### src/rtl/top_module_logical_tx1.sv
// Single-lane 128b/130b logical-layer transmitter.
// Frames BLOCK_BYTES payload bytes behind a 2-bit sync header. The payload is
// optionally scrambled with the Gen3 LFSR and sent LSB-first on one bit line.
module top_module_logical_tx1 #(
  parameter logic [22:0] SEED        = 23'h1DBFBC,
  parameter int          BLOCK_BYTES = 16
) (
  input  logic       clk8,
  input  logic       rst8,
  input  logic       k,
  input  logic       tx_valid,
  input  logic       tx_start,
  input  logic [7:0] DLL_data,
  input  logic [1:0] en_scram,
  output logic       data_out,
  output logic       data_req,
  output logic       busy
);

  localparam int         BLK_BITS   = 2 + 8 * BLOCK_BYTES;
  localparam logic [7:0] LAST_CNT   = 8'(BLK_BITS - 1);
  localparam logic [7:0] LAST_FETCH = 8'(BLK_BITS - 9);

  // Fibonacci LFSR, x^23+x^21+x^16+x^8+x^5+x^2+1
  function automatic logic [22:0] lfsr_step(input logic [22:0] s);
    return {s[21:0], s[22] ^ s[20] ^ s[15] ^ s[7] ^ s[4] ^ s[1]};
  endfunction

  logic [7:0]  cnt_q,  cnt_d;
  logic        busy_q, busy_d;
  logic        dout_q, dout_d;
  logic        type_q, type_d;
  logic [22:0] lfsr_q, lfsr_d;
  logic [6:0]  sh_q,   sh_d;

  logic start_ok;
  logic fetch;
  logic scr_en;
  logic key;

  // Block-start qualification, byte-fetch strobe and scrambler key bit
  always_comb begin
    start_ok = tx_valid & tx_start & (~busy_q | (cnt_q == LAST_CNT));
    fetch    = busy_q & (cnt_q[2:0] == 3'd1) & (cnt_q <= LAST_FETCH);
    scr_en   = type_q ? en_scram[1] : en_scram[0];
    key      = scr_en & lfsr_q[22];
  end

  // Next-state: abort, start, header, payload serialization, block end
  always_comb begin
    cnt_d  = cnt_q;
    busy_d = busy_q;
    dout_d = dout_q;
    type_d = type_q;
    lfsr_d = lfsr_q;
    sh_d   = sh_q;
    if (!tx_valid) begin
      // Abort: drop the partial block and restart scrambling from the seed
      busy_d = 1'b0;
      cnt_d  = 8'd0;
      dout_d = 1'b0;
      lfsr_d = SEED;
    end else if (start_ok) begin
      // H0 equals k: data block sends 0,1; ordered set sends 1,0
      type_d = k;
      busy_d = 1'b1;
      cnt_d  = 8'd0;
      dout_d = k;
    end else if (busy_q) begin
      cnt_d = cnt_q + 8'd1;
      if (cnt_q == 8'd0) begin
        dout_d = ~type_q;
      end else if (cnt_q == LAST_CNT) begin
        busy_d = 1'b0;
        cnt_d  = 8'd0;
        dout_d = 1'b0;
      end else begin
        // Payload bit: the LFSR advances whether or not scrambling is enabled
        lfsr_d = lfsr_step(lfsr_q);
        if (fetch) begin
          dout_d = DLL_data[0] ^ key;
          sh_d   = DLL_data[7:1];
        end else begin
          dout_d = sh_q[0] ^ key;
          sh_d   = {1'b0, sh_q[6:1]};
        end
      end
    end else begin
      dout_d = 1'b0;
    end
  end

  // State registers with synchronous reset
  always_ff @(posedge clk8) begin
    if (rst8) begin
      cnt_q  <= 8'd0;
      busy_q <= 1'b0;
      dout_q <= 1'b0;
      type_q <= 1'b0;
      lfsr_q <= SEED;
      sh_q   <= 7'd0;
    end else begin
      cnt_q  <= cnt_d;
      busy_q <= busy_d;
      dout_q <= dout_d;
      type_q <= type_d;
      lfsr_q <= lfsr_d;
      sh_q   <= sh_d;
    end
  end

  assign data_out = dout_q;
  assign busy     = busy_q;
  assign data_req = fetch & tx_valid;

endmodule

### config.mk
export PLATFORM = sky130hd
export DESIGN_NAME = top_module_logical_tx1
export DESIGN_NICKNAME = d
export VERILOG_FILES = /design/src/rtl/top_module_logical_tx1.sv
export SDC_FILE = /design/constraint.sdc
export NUM_CORES = 1
export LEC_CHECK = 0
export CORE_AREA = 5 5 67 69
export CTS_BUF_LIST = sky130_fd_sc_hd__clkbuf_16
export DETAILED_ROUTE_END_ITERATION = 8
export DIE_AREA = 0 0 72 74
export PLACE_DENSITY = 0.71
export SLEW_MARGIN = 40
export SYNTH_ARGS = -nofsm -noshare
export SYNTH_HDL_FRONTEND = slang
export SYNTH_SLANG_ARGS = --single-unit
### constraint.sdc
create_clock -name clk8 -period 1.69 [get_ports clk8]
set_clock_uncertainty 0.05 [all_clocks]
set_input_delay 0.507 -clock clk8 [delete_from_list [all_inputs] [get_ports clk8]]
set_output_delay 0.507 -clock clk8 [all_outputs]
set_load 0.05 [all_outputs]
==> results.yml <==
route:
  avgViaCountPerCell: 5.34
  drt_iter0_markers: 99
  avgRoutedWirePerCell_um: 14.7
  drc: 0
  vias: 1713
  wirelength_um: 4720
  detail-route-antenna-nets: 0
  firstDrtPassIters: 4
sta:
  maxSlewHeadroom: 0.676
  report.final.slew_viol_count: 0
  final-hold-violation-count: 0
  clock.fmax_mhz: 502
  timing.hold.ws_ns: 0.411
  worst_pin_slew_ns: 0.485
  post-route-min-period_ns: 1.99
  rsz0062_at_grt: "true"
  finalSetupViolations: 39
  layout_worst_path_cycle_share: 1.18
  postLayoutSetupSlackWorst_ns: -0.302
worst_hold_path:
  whs_endpoint: "lfsr_q[14]$_SDFFE_PP0P_"
  min_delay_path_depth: 2
  holdCritPathClass: "reg2reg"
  holdCritStartpoint: "lfsr_q[13]$_SDFFE_PP1P_"
finish:
  final_util: 0.741
  multi_input_area_um2: 1220
  antennaDiodeCount: 0
  layout.cell_area.non_filler_um2: 2860
  drive_above_1_share: 0.454
  storage_element_area_um2: 830
  fillers: 272
  finish.net_count: 288
  area.growth.synth_to_final_pct: 56.9
clock_network:
  clkTransAtPathRegs_ns: 0.06
  clock_insertion_delay_worst_skew_ns: 0.28
  cts_tree: "yes"
  cts_made_buffers: 5
  clock_sinks: 41
  cts_buffer_depth: 2
  ctsRootBufferMaster: "clkbuf_16"
  cts_max_level: 2
die:
  dieArea_um2: 5330
  floorplan.rows: 23
  floorplan.initialDensity: 0.472
  placeable_area_um2: 3860
  dieHeight_um: 74
  die_w_um: 72
  design.portCount: 18
synthesis:
  synth_top_family_by_area: "simple AND/OR/NAND/NOR gates"
  synth_seq_area_share: 0.451
  synthesis.yosys.warnings: 0
  post_synth_num_cell_types: 38
  synthXorXnorAreaFrac: 0.0529
  synth-simple-area-share: 0.238
  postSynthCellCount: 215
  postSynthNetCount: 233
  average_size_of_a_mapped_cell_um2: 8.47
  multiplexer_fraction_of_the_synthesized_cell_area: 0.0501
  yosys.area_share.adder: 0.0206
  compound_gate_fraction_of_synth_area: 0.141
  ys_seq_elements: 41
  syn_area_um2: 1820
power:
  part_of_the_total_power_dissipated_in_sequential_elements: 0.484
  post-layout-total-power_mw: 2.01
  power_switching_uw: 430
  power_internal_mw: 1.58
  power_density_nw_per_um2: 703
  cellLeakagePower_nw: 1.08
  comb_power_share: 0.077
  pwr-share-clk: 0.439
  vdd_ir_drop_max_v: 0.000536
  sw_frac_of_total: 0.214
placed_design:
  gp_congestion: 0.785
  placed_cell_area_um2: 2320
  numPortBuffers: 17
  detailedPlacementHpwl_um: 2730
  dp_worst_setup_slack_ns: -0.250
worst_setup_path:
  cp.arrival_ns: 1.43
  worst_r2r_startpoint: "cnt_q[3]$_SDFFE_PP0P_"
  reg2reg_depth: 6
  cp_max_fo: 2
  worst-endpoint-required_ns: 1.13
  worst_setup_path_start_kind: "flop"
  r2r_end: "lfsr_q[13]$_SDFFE_PP1P_"
  sort_of_element_at_the_end_of_the_critical_path: "output port"
  rrSetupSlack_ns: -0.21
  criticalPathCategory: "reg2out"
global_route:
  gr-usage-all-layers: 0.171
  grt_start_max_net_pins: 17
  grt_first_pass_wirelength_um: 7000
  grt_antenna_before_repair: 0
  grt_remaining_overflow: 0
  grt_pass1_vias: 1512
outcome:
  violations: "negative setup slack"
  run_status: "finished with violations"
job:
  drv_cap: 0
## cell usage in the layout (no fill, tap or decap), drive strengths merged
| cell type | n |
|---|---|
| ha | 3 |
| o31a | 2 |
| nand4 | 5 |
| mux2 | 1 |
| clkinv | 1 |
| mux2i | 8 |
| o211ai | 1 |
| o21ai | 5 |
| dfxtp | 41 |
| o31ai | 2 |
| nor3 | 1 |
| buf | 48 |
| and3 | 1 |
| a311oi | 1 |
| a21oi | 18 |
| clkdlybuf4s50 | 14 |
| nand2b | 2 |
| xnor2 | 8 |
| nor4bb | 1 |
| a22oi | 1 |
| nand2 | 52 |
| and2 | 1 |
| nor4 | 1 |
| a211oi | 6 |
| inv | 6 |
| or4 | 2 |
| nor2 | 10 |
| xor2 | 3 |
| a221oi | 1 |
| nand3 | 19 |
| clkbuf | 5 |
| or3 | 1 |
## cells by family (layout without fill, tap and decap cells)
kind of cell    Yosys count  count (layout)
flops                    41              41
simple gates             96              96
fa+ha+maj                 3               3
mux                       9               9
buf+inv                  18              74
compound gates           37              37
xor+xnor                 11              11
## power by group through the flow
stage / combinational (mW) / sequential (mW) / clock, mW
after floorplan: 0.0435 / 0.999 / 0
after global placement: 0.130 / 0.993 / 0
after detailed placement: 0.130 / 0.993 / 0
after CTS: 0.136 / 0.972 / 0.907
after global routing: 0.164 / 0.972 / 0.949
final: 0.154 / 0.973 / 0.883
## layout make-up
cell class	instances	share of cell area
Multi-Input combinational cell	156	0.426
Sequential cell	41	0.290
Clock buffer	5	0.0438
Tap cell	50	0.0219
Inverter	4	0.00525
Timing Repair Buffer	62	0.208
Clock inverter	3	0.00394
## metrics by stage
stage               cells  setup TNS (ns)
floorplan             215           -1.63
global placement      301           -7.34
detailed placement    301           -7.14
CTS                   313           -6.72
global route          321           -7.10
finish                321           -3.85
## registers in the layout, summed over array words and instances, names as in the netlist
| signal | count |
|---|---|
| lfsr_q | 23 |
| cnt_q | 8 |
| sh_q | 7 |
| busy | 1 |
| data_out | 1 |
| type_q | 1 |
## worst max-delay path by stage
| stage | startpoint | to | slack [ns] | cells past startpoint |
|---|---|---|---|---|
| floorplan | cnt_q[3]$_SDFFE_PP0P_ | data_out$_SDFF_PP0_ | -0.11 | 5 |
| global placement | tx_valid | data_req | -0.24 | 3 |
| detailed placement | tx_valid | data_out$_SDFF_PP0_ | -0.25 | 5 |
| CTS | cnt_q[2]$_SDFFE_PP0P_ | data_req | -0.31 | 5 |
| global route | cnt_q[1]$_SDFFE_PP0P_ | data_req | -0.37 | 6 |
| finish | cnt_q[1]$_SDFFE_PP0P_ | data_req | -0.30 | 6 |
## critical path: stages, from the launching register on
cell,delay [ns]
dfxtp_2,0.32
inv_2,0.07
ha_4,0.12
nor4bb_4,0.21
buf_4,0.16
and2_4,0.15
buf_12,0.13
## synth_stat cells
master	number	area, um^2
o31ai_1	1	7.51
a311oi_1	1	8.76
a221oi_1	1	8.76
or4_1	1	7.51
inv_1	4	15.0
nand2b_1	2	12.5
nand3_1	19	95.1
nor4_1	1	6.26
o31ai_4	1	21.3
o21ai_0	4	20.0
a22oi_1	1	7.51
nand2_1	52	195
dfxtp_1	41	821
nor3_1	1	5.00
xor2_1	3	26.3
nand4_1	5	31.3
or3_1	1	6.26
nor2_1	9	33.8
a21oi_1	14	70.1
or4_4	1	11.3
mux2i_1	8	80.1
buf_2	5	25.0
and2_1	1	6.26
buf_4	1	7.51
a211oi_1	6	45.0
o31a_1	2	17.5
mux2_2	1	11.3
a21oi_2	4	35.0
nor2_2	1	6.26
buf_6	1	11.3
o21ai_2	1	8.76
ha_1	3	37.5
buf_1	2	7.51
clkbuf_1	5	18.8
o211ai_1	1	7.51
xnor2_1	8	70.1
nor4bb_1	1	10.0
and3_1	1	6.26
## repair_timing
action,4_1_cts,5_1_grt
gates resized for setup,8,70
gates cloned,0,1
setup endpoints to repair,42,42
buffers inserted,4,7
endpoints found under the hold margin,0,0
hold buffers,0,0
pin swaps,1,33
## routing by layer
layer	share of wire	global-route usage	up-vias	wire, um
met4	0.017	0.0752	0	82
met1	0.44	0.214	828	2070
met2	0.50	0.278	31	2380
met3	0.038	0.0473	7	181
met5	0	0	-	0
li1	-	-	847	-
No activity file was read; power rests on OpenSTA's default activity.
==> RTL edit 1 (config.mk and constraints unchanged) <==
Set the parameter `BLOCK_BYTES` to 12 (it was 16).
--- a/src/rtl/top_module_logical_tx1.sv
+++ b/src/rtl/top_module_logical_tx1.sv
@@ -4,5 +4,5 @@
 module top_module_logical_tx1 #(
   parameter logic [22:0] SEED        = 23'h1DBFBC,
-  parameter int          BLOCK_BYTES = 16
+  parameter int          BLOCK_BYTES = 12
 ) (
   input  logic       clk8,
Function: no difference found for any inputs over 10 cycles, from zero or initial values and one cycle with rst8 high; that may be too few to reach the edited logic, so the function may still have changed.
==> RTL edit 1 against the original RTL <==
- highest routed layer unchanged
- area after synthesis is 1.6% lower
- total power rose by 2.3%
- register-to-register slack better by 0.04 ns
- setup slack improved by 0.13 ns
- the run still ends with setup timing left
- sequential cell count unchanged
- wire length hardly changed
- maximum frequency grew 6.8%
- critical endpoint is now lfsr_q[12]$_SDFFE_PP1P_
- critical path type is now register to register
- final area up 1.1%
==> RTL edit 1: results (changes against the original RTL) <==
Status = finished, violations left (unchanged)
Violated checks = setup timing (unchanged)
Min-Delay Path Depth = 2 (unchanged)
Clock Tree Buf Depth = 2 (unchanged)
Synthesized area per cell = 8.33 um2 (was 8.47 um2)
Cell variety after synth = 37 (was 38)
Area share of the largest cell type after synthesis = 0.458 (was 0.451)
Uppermost layer routed = met4 (unchanged)
Syn nets = 233 (unchanged)
Initial drt markers = 65 (was 99)
Post-Route WL = 4720 um (about the same)
Diodes inserted = 0 (unchanged)
Worst vdd ir = 0.000550 V (was 0.000536 V)
Final setup viols = 28 (was 39)
Top Registers = lfsr_q x23, cnt_q x8, sh_q x7 (unchanged)
Async set or reset register ratio after synthesis = 0 (unchanged)
Largest net degree at the start of global routing = 23 (was 17)
Worst EP arrival = 1.99 ns (was 1.43 ns)
Metal3 WL = 218 um (was 181 um)
Tot GR Track Use = 0.162 (was 0.171)
Worst path max stage delay = 0.39 ns (was 0.32 ns)
Dpl cells = 295 (was 301)
Slowest cell on crit path = or3b_4 (was dfxtp_2)
Clock Latency Late Sink = 0.28 ns (about the same)
Worst Hold Class = register to register (unchanged)
CTS Buf Count = 5 (unchanged)
Met1 wire length = 1940 um (was 2070 um)
Vias in the first global route = 1539 (was 1512)
WL met2 = 2420 um (was 2380 um)
Slew headroom = 0.836 (was 0.676)
Final nets = 282 (was 288)
R2R cell count = 9 (was 6)
Seq/Total Area, Yosys = 0.458 (was 0.451)
Pleak = 0.00120 uW (was 0.00108 uW)
Layout cell share with drive strength beyond 1 = 0.445 (was 0.454)
Worst-path clk slew = 0.06 ns (about the same)
Psw = 457 uW (was 430 uW)
Top post-synthesis cells by area = dfxtp_1 46%, nand2_1 11%, nand3_1 5.3% (was dfxtp_1 45%, nand2_1 11%, nand3_1 5.2%)
First-pass GRT wire length = 6780 um (was 7000 um)
Critical path fanouts, max = 6 (was 2)
First-pass detailed-route iteration total = 4 (unchanged)
Gpl congestion = 0.749 (was 0.785)
Final Worst Setup Slack = -0.175 ns (was -0.302 ns)
Warnings from Yosys = 0 (unchanged)
Via Count = 1689 (was 1713)
Post-DP HPWL = 2570 um (was 2730 um)
Dominant synthesized flop cell = dfxtp_1 (unchanged)
Commonest cells in the netlist = 52 x nand2_1, 41 x dfxtp_1, 22 x nor2_1 (was 52 x nand2_1, 41 x dfxtp_1, 19 x nand3_1)
Clock root cell = clkbuf_16 (unchanged)
Routed WL per cell = 15.0 um (was 14.7 um)
RTL edit 1: cell types whose count changed in the layout (fill, tap and decap cells not counted), sizes merged, moves of 2 or more:
cell	before	now
clkbuf	5	7
inv	6	4
xnor2	8	5
a21oi	18	10
o31ai	2	0
nor2	10	22
buf	48	37
clkinv	1	3
nand4	5	3
o31a	2	0
RTL edit 1: repair_timing:
action	CTS	global route
endpoints found under the setup margin	37	40
pin swaps	4	31
resized for setup	12	78
cloned	2	3
setup buffers	3	4
RTL edit 1: routing by layer:
metal,global-route usage,vias up
li1,-,835
met1,0.193,784
met2,0.276,54
met3,0.0446,16
met4,0.0689,0
met5,0,-
RTL edit 1: layout make-up:
class	count	area, um2
sequential	41	828
clock buffer	5	125
tap	50	62.6
multi-input combinational	159	1230
clock inverter	3	17.5
fill	260	966
inverter	4	15.0
timing repair buffer	53	609
RTL edit 1: power by group through the flow:
stage | Combinational, uW | Clock, uW | Sequential, uW
after floorplan | 50.1 | 0 | 1000
after global placement | 134 | 0 | 999
after detailed placement | 135 | 0 | 999
after CTS | 139 | 936 | 977
after global routing | 170 | 976 | 978
final | 161 | 917 | 978
RTL edit 1: final timing paths:
| kind | from | end |
|---|---|---|
| max | cnt_q[0]$_SDFFE_PP0P_ | lfsr_q[12]$_SDFFE_PP1P_ |
| min | lfsr_q[21]$_SDFFE_PP0P_ | lfsr_q[22]$_SDFFE_PP0P_ |
| max reg2reg | cnt_q[0]$_SDFFE_PP0P_ | lfsr_q[12]$_SDFFE_PP1P_ |
| min reg2reg | lfsr_q[21]$_SDFFE_PP0P_ | lfsr_q[22]$_SDFFE_PP0P_ |
RTL edit 1: kinds of logic (layout without fill, tap and decap cells):
family,count (synthesis),after routing,share of synthesized area
AO/OA/AOI/OAI,31,31,0.113
XOR/XNOR,8,8,0.0391
adder cells (fa/ha/maj),3,3,0.0210
buffers and inverters,15,65,0.0461
flip-flops,41,41,0.458
multiplexers,10,10,0.0573
AND/OR/NAND/NOR,107,107,0.265
RTL edit 1: worst max-delay path: cells and delay by family (launching register included):
family                   cells  cell delay (ns)
AO/OA/AOI/OAI                1             0.20
buffers and inverters        3             0.36
adder cells (fa/ha/maj)      1             0.13
AND/OR/NAND/NOR              4             0.69
flip-flops                   1             0.32
RTL edit 1: per-stage QoR:
step / hold slack (ns) / instance area (um2) / worst slack (ns) / util / setup TNS, ns
floorplan: 0.379 / 1820 / -0.0654 / - / -1.07
global placement: 0.390 / 2230 / -0.160 / 0.579 / -2.35
detailed placement: 0.393 / 2230 / -0.207 / 0.579 / -2.89
CTS: 0.402 / 2500 / -0.136 / 0.648 / -2.20
global route: 0.437 / 2890 / -0.235 / 0.750 / -4.26
finish: 0.421 / 2890 / -0.175 / 0.750 / -2.42
==> RTL edit 2 (config.mk and constraints unchanged) <==
Without the edit above. Put a register stage on the output `data_req`, without a reset. The value now appears one clock later. The other outputs are not delayed to match.
--- a/src/rtl/top_module_logical_tx1.sv
+++ b/src/rtl/top_module_logical_tx1.sv
@@ -112,5 +112,7 @@
   assign data_out = dout_q;
   assign busy     = busy_q;
-  assign data_req = fetch & tx_valid;
+  always_ff @(posedge clk8) begin
+    data_req <= fetch & tx_valid;
+  end
 
 endmodule
Check against the original RTL: not equivalent (Yosys sat finds a counterexample within 4 cycles, from zero or initial values and one cycle with rst8 high).
==> RTL edit 2 against the original RTL <==
- the flow still finishes with violations (setup timing)
- sequential cell count increased by 1
- hold slack better by 0.0035 ns
- die area is the same
- total power increased by 9.0%
- non-clock buffer count fell by 9
- sequential share of layout area increased by 1.7 points
- maximum frequency up 8.5%
- area after synthesis rose by 1.1%
- via count fell by 0.18%
- wire length rose by 2.0%
- setup slack better by 0.16 ns
- final area is 3.5% lower
- critical path depth decreased by 1
- critical path type is now register to register
- highest routed layer unchanged
==> RTL edit 2: results (changes against the original RTL) <==
Status = finished, violations left (unchanged)
Violated checks = setup timing (unchanged)
Worst vdd ir = 0.000581 V (was 0.000536 V)
Final nets = 280 (was 288)
Syn nets = 234 (was 233)
Tot GR Track Use = 0.179 (was 0.171)
Metal3 WL = 315 um (was 181 um)
Initial antenna violation count = 0 (unchanged)
Post-DP HPWL = 2750 um (was 2730 um)
Port Buf Inserts = 17 (unchanged)
Largest net degree at the start of global routing = 18 (was 17)
Cell variety after synth = 38 (unchanged)
Worst path max stage delay = 0.57 ns (was 0.32 ns)
First-pass detailed-route iteration total = 4 (unchanged)
Pleak = 0.00108 uW (about the same)
Commonest cells in the netlist = 52 x nand2_1, 42 x dfxtp_1, 19 x nand3_1 (was 52 x nand2_1, 41 x dfxtp_1, 19 x nand3_1)
Critical path fanouts, max = 3 (was 2)
Final setup viols = 41 (was 39)
CTS Buf Count = 5 (unchanged)
WL met2 = 2350 um (was 2380 um)
First-pass GRT wire length = 7400 um (was 7000 um)
Synthesized area per cell = 8.53 um2 (was 8.47 um2)
Initial drt markers = 209 (was 99)
Worst EP arrival = 1.95 ns (was 1.43 ns)
H-tree depth = 2 (unchanged)
Top Registers = lfsr_q x23, cnt_q x8, sh_q x7 (unchanged)
Worst-path clk slew = 0.06 ns (about the same)
Worst Hold Class = register to register (unchanged)
Met1 wire length = 2070 um (about the same)
Seq/Total Area, Yosys = 0.457 (was 0.451)
Dpl cells = 299 (was 301)
Gpl congestion = 0.784 (was 0.785)
Slew headroom = 0.652 (was 0.676)
Clock Latency Late Sink = 0.28 ns (about the same)
Routed WL per cell = 15.4 um (was 14.7 um)
Diodes inserted = 0 (unchanged)
Layout cell share with drive strength beyond 1 = 0.373 (was 0.454)
Async set or reset register ratio after synthesis = 0 (unchanged)
Clock Tree Buf Depth = 2 (unchanged)
Vias in the first global route = 1628 (was 1512)
Top post-synthesis cells by area = dfxtp_1 46%, nand2_1 11%, nand3_1 5.2% (was dfxtp_1 45%, nand2_1 11%, nand3_1 5.2%)
Dominant synthesized flop cell = dfxtp_1 (unchanged)
Via density per instance = 5.46 (was 5.34)
Post-Route WL = 4810 um (was 4720 um)
Final Worst Setup Slack = -0.146 ns (was -0.302 ns)
Slowest cell on crit path = or4_4 (was dfxtp_2)
Uppermost layer routed = met4 (unchanged)
Warnings from Yosys = 0 (unchanged)
-- RTL edit 2: changes by cell type after synthesis, sizes merged --
cell,before,now
dfxtp,41,42
-- RTL edit 2: report_power, final --
part	switching, uW	internal (uW)
Clock	368	686
Combinational	67.1	73.9
Sequential	4.88	993
Total	440	1750
-- RTL edit 2: worst paths after layout --
kind | from | endpoint | slack [ns] | cells past startpoint
worst min-delay path | lfsr_q[5]$_SDFFE_PP1P_ | lfsr_q[6]$_SDFFE_PP0P_ | 0.41 | 2
worst max-delay path | cnt_q[3]$_SDFFE_PP0P_ | data_out$_SDFF_PP0_ | -0.15 | 5
worst max register to register | cnt_q[3]$_SDFFE_PP0P_ | data_out$_SDFF_PP0_ | -0.15 | 5
worst min register to register | lfsr_q[5]$_SDFFE_PP1P_ | lfsr_q[6]$_SDFFE_PP0P_ | 0.41 | 2
-- RTL edit 2: kinds of logic (layout without fill, tap and decap cells) --
| family | Yosys count | count (layout) | share of synthesized area |
|---|---|---|---|
| flops | 42 | 42 | 0.457 |
| buf+inv | 18 | 65 | 0.0462 |
| mux | 9 | 9 | 0.0496 |
| xor+xnor | 11 | 11 | 0.0523 |
| compound gates | 37 | 37 | 0.140 |
| fa+ha+maj | 3 | 3 | 0.0204 |
| simple gates | 96 | 96 | 0.235 |
-- RTL edit 2: worst max-delay path, delay by kind of cell (launching register included) --
kind	cells	cell delay [ns]
AND/OR/NAND/NOR	3	1.11
AO/OA/AOI/OAI	1	0.09
buffers and inverters	1	0.15
flip-flops	1	0.32
-- RTL edit 2: repair_timing --
action | 4_1_cts | 5_1_grt
pin swaps | 6 | 23
buffers inserted | 1 | 4
setup endpoints to repair | 41 | 41
gates resized for setup | 10 | 46
cloned | 1 | 1
-- RTL edit 2: layer usage --
metal,track usage,vias up
met5,0,-
met3,0.0527,7
li1,-,832
met4,0.0814,0
met1,0.221,813
met2,0.290,58
-- RTL edit 2: through the flow --
stage	setup TNS [ns]	power [uW]	setup WS (ns)	instance area (um2)	hold slack [ns]
6_report	-3.80	2190	-0.146	2760	0.415
5_1_grt	-5.57	2260	-0.212	2760	0.431
4_1_cts	-2.40	2200	-0.135	2550	0.411
3_5_place_dp	-5.08	1140	-0.247	2320	0.400
3_3_place_gp	-4.13	1140	-0.192	2320	0.399
2_1_floorplan	-1.56	1070	-0.112	1900	0.386
-- RTL edit 2: cell type report --
type                    count  area (um2)
fillers                   285        1100
flip-flops and latches     42         848
repair buffers             53         539
multi-input cells         156        1130
well taps                  50        62.6
clock inverters             3        37.5
clock buffers               5         125
inverters                   4        17.5
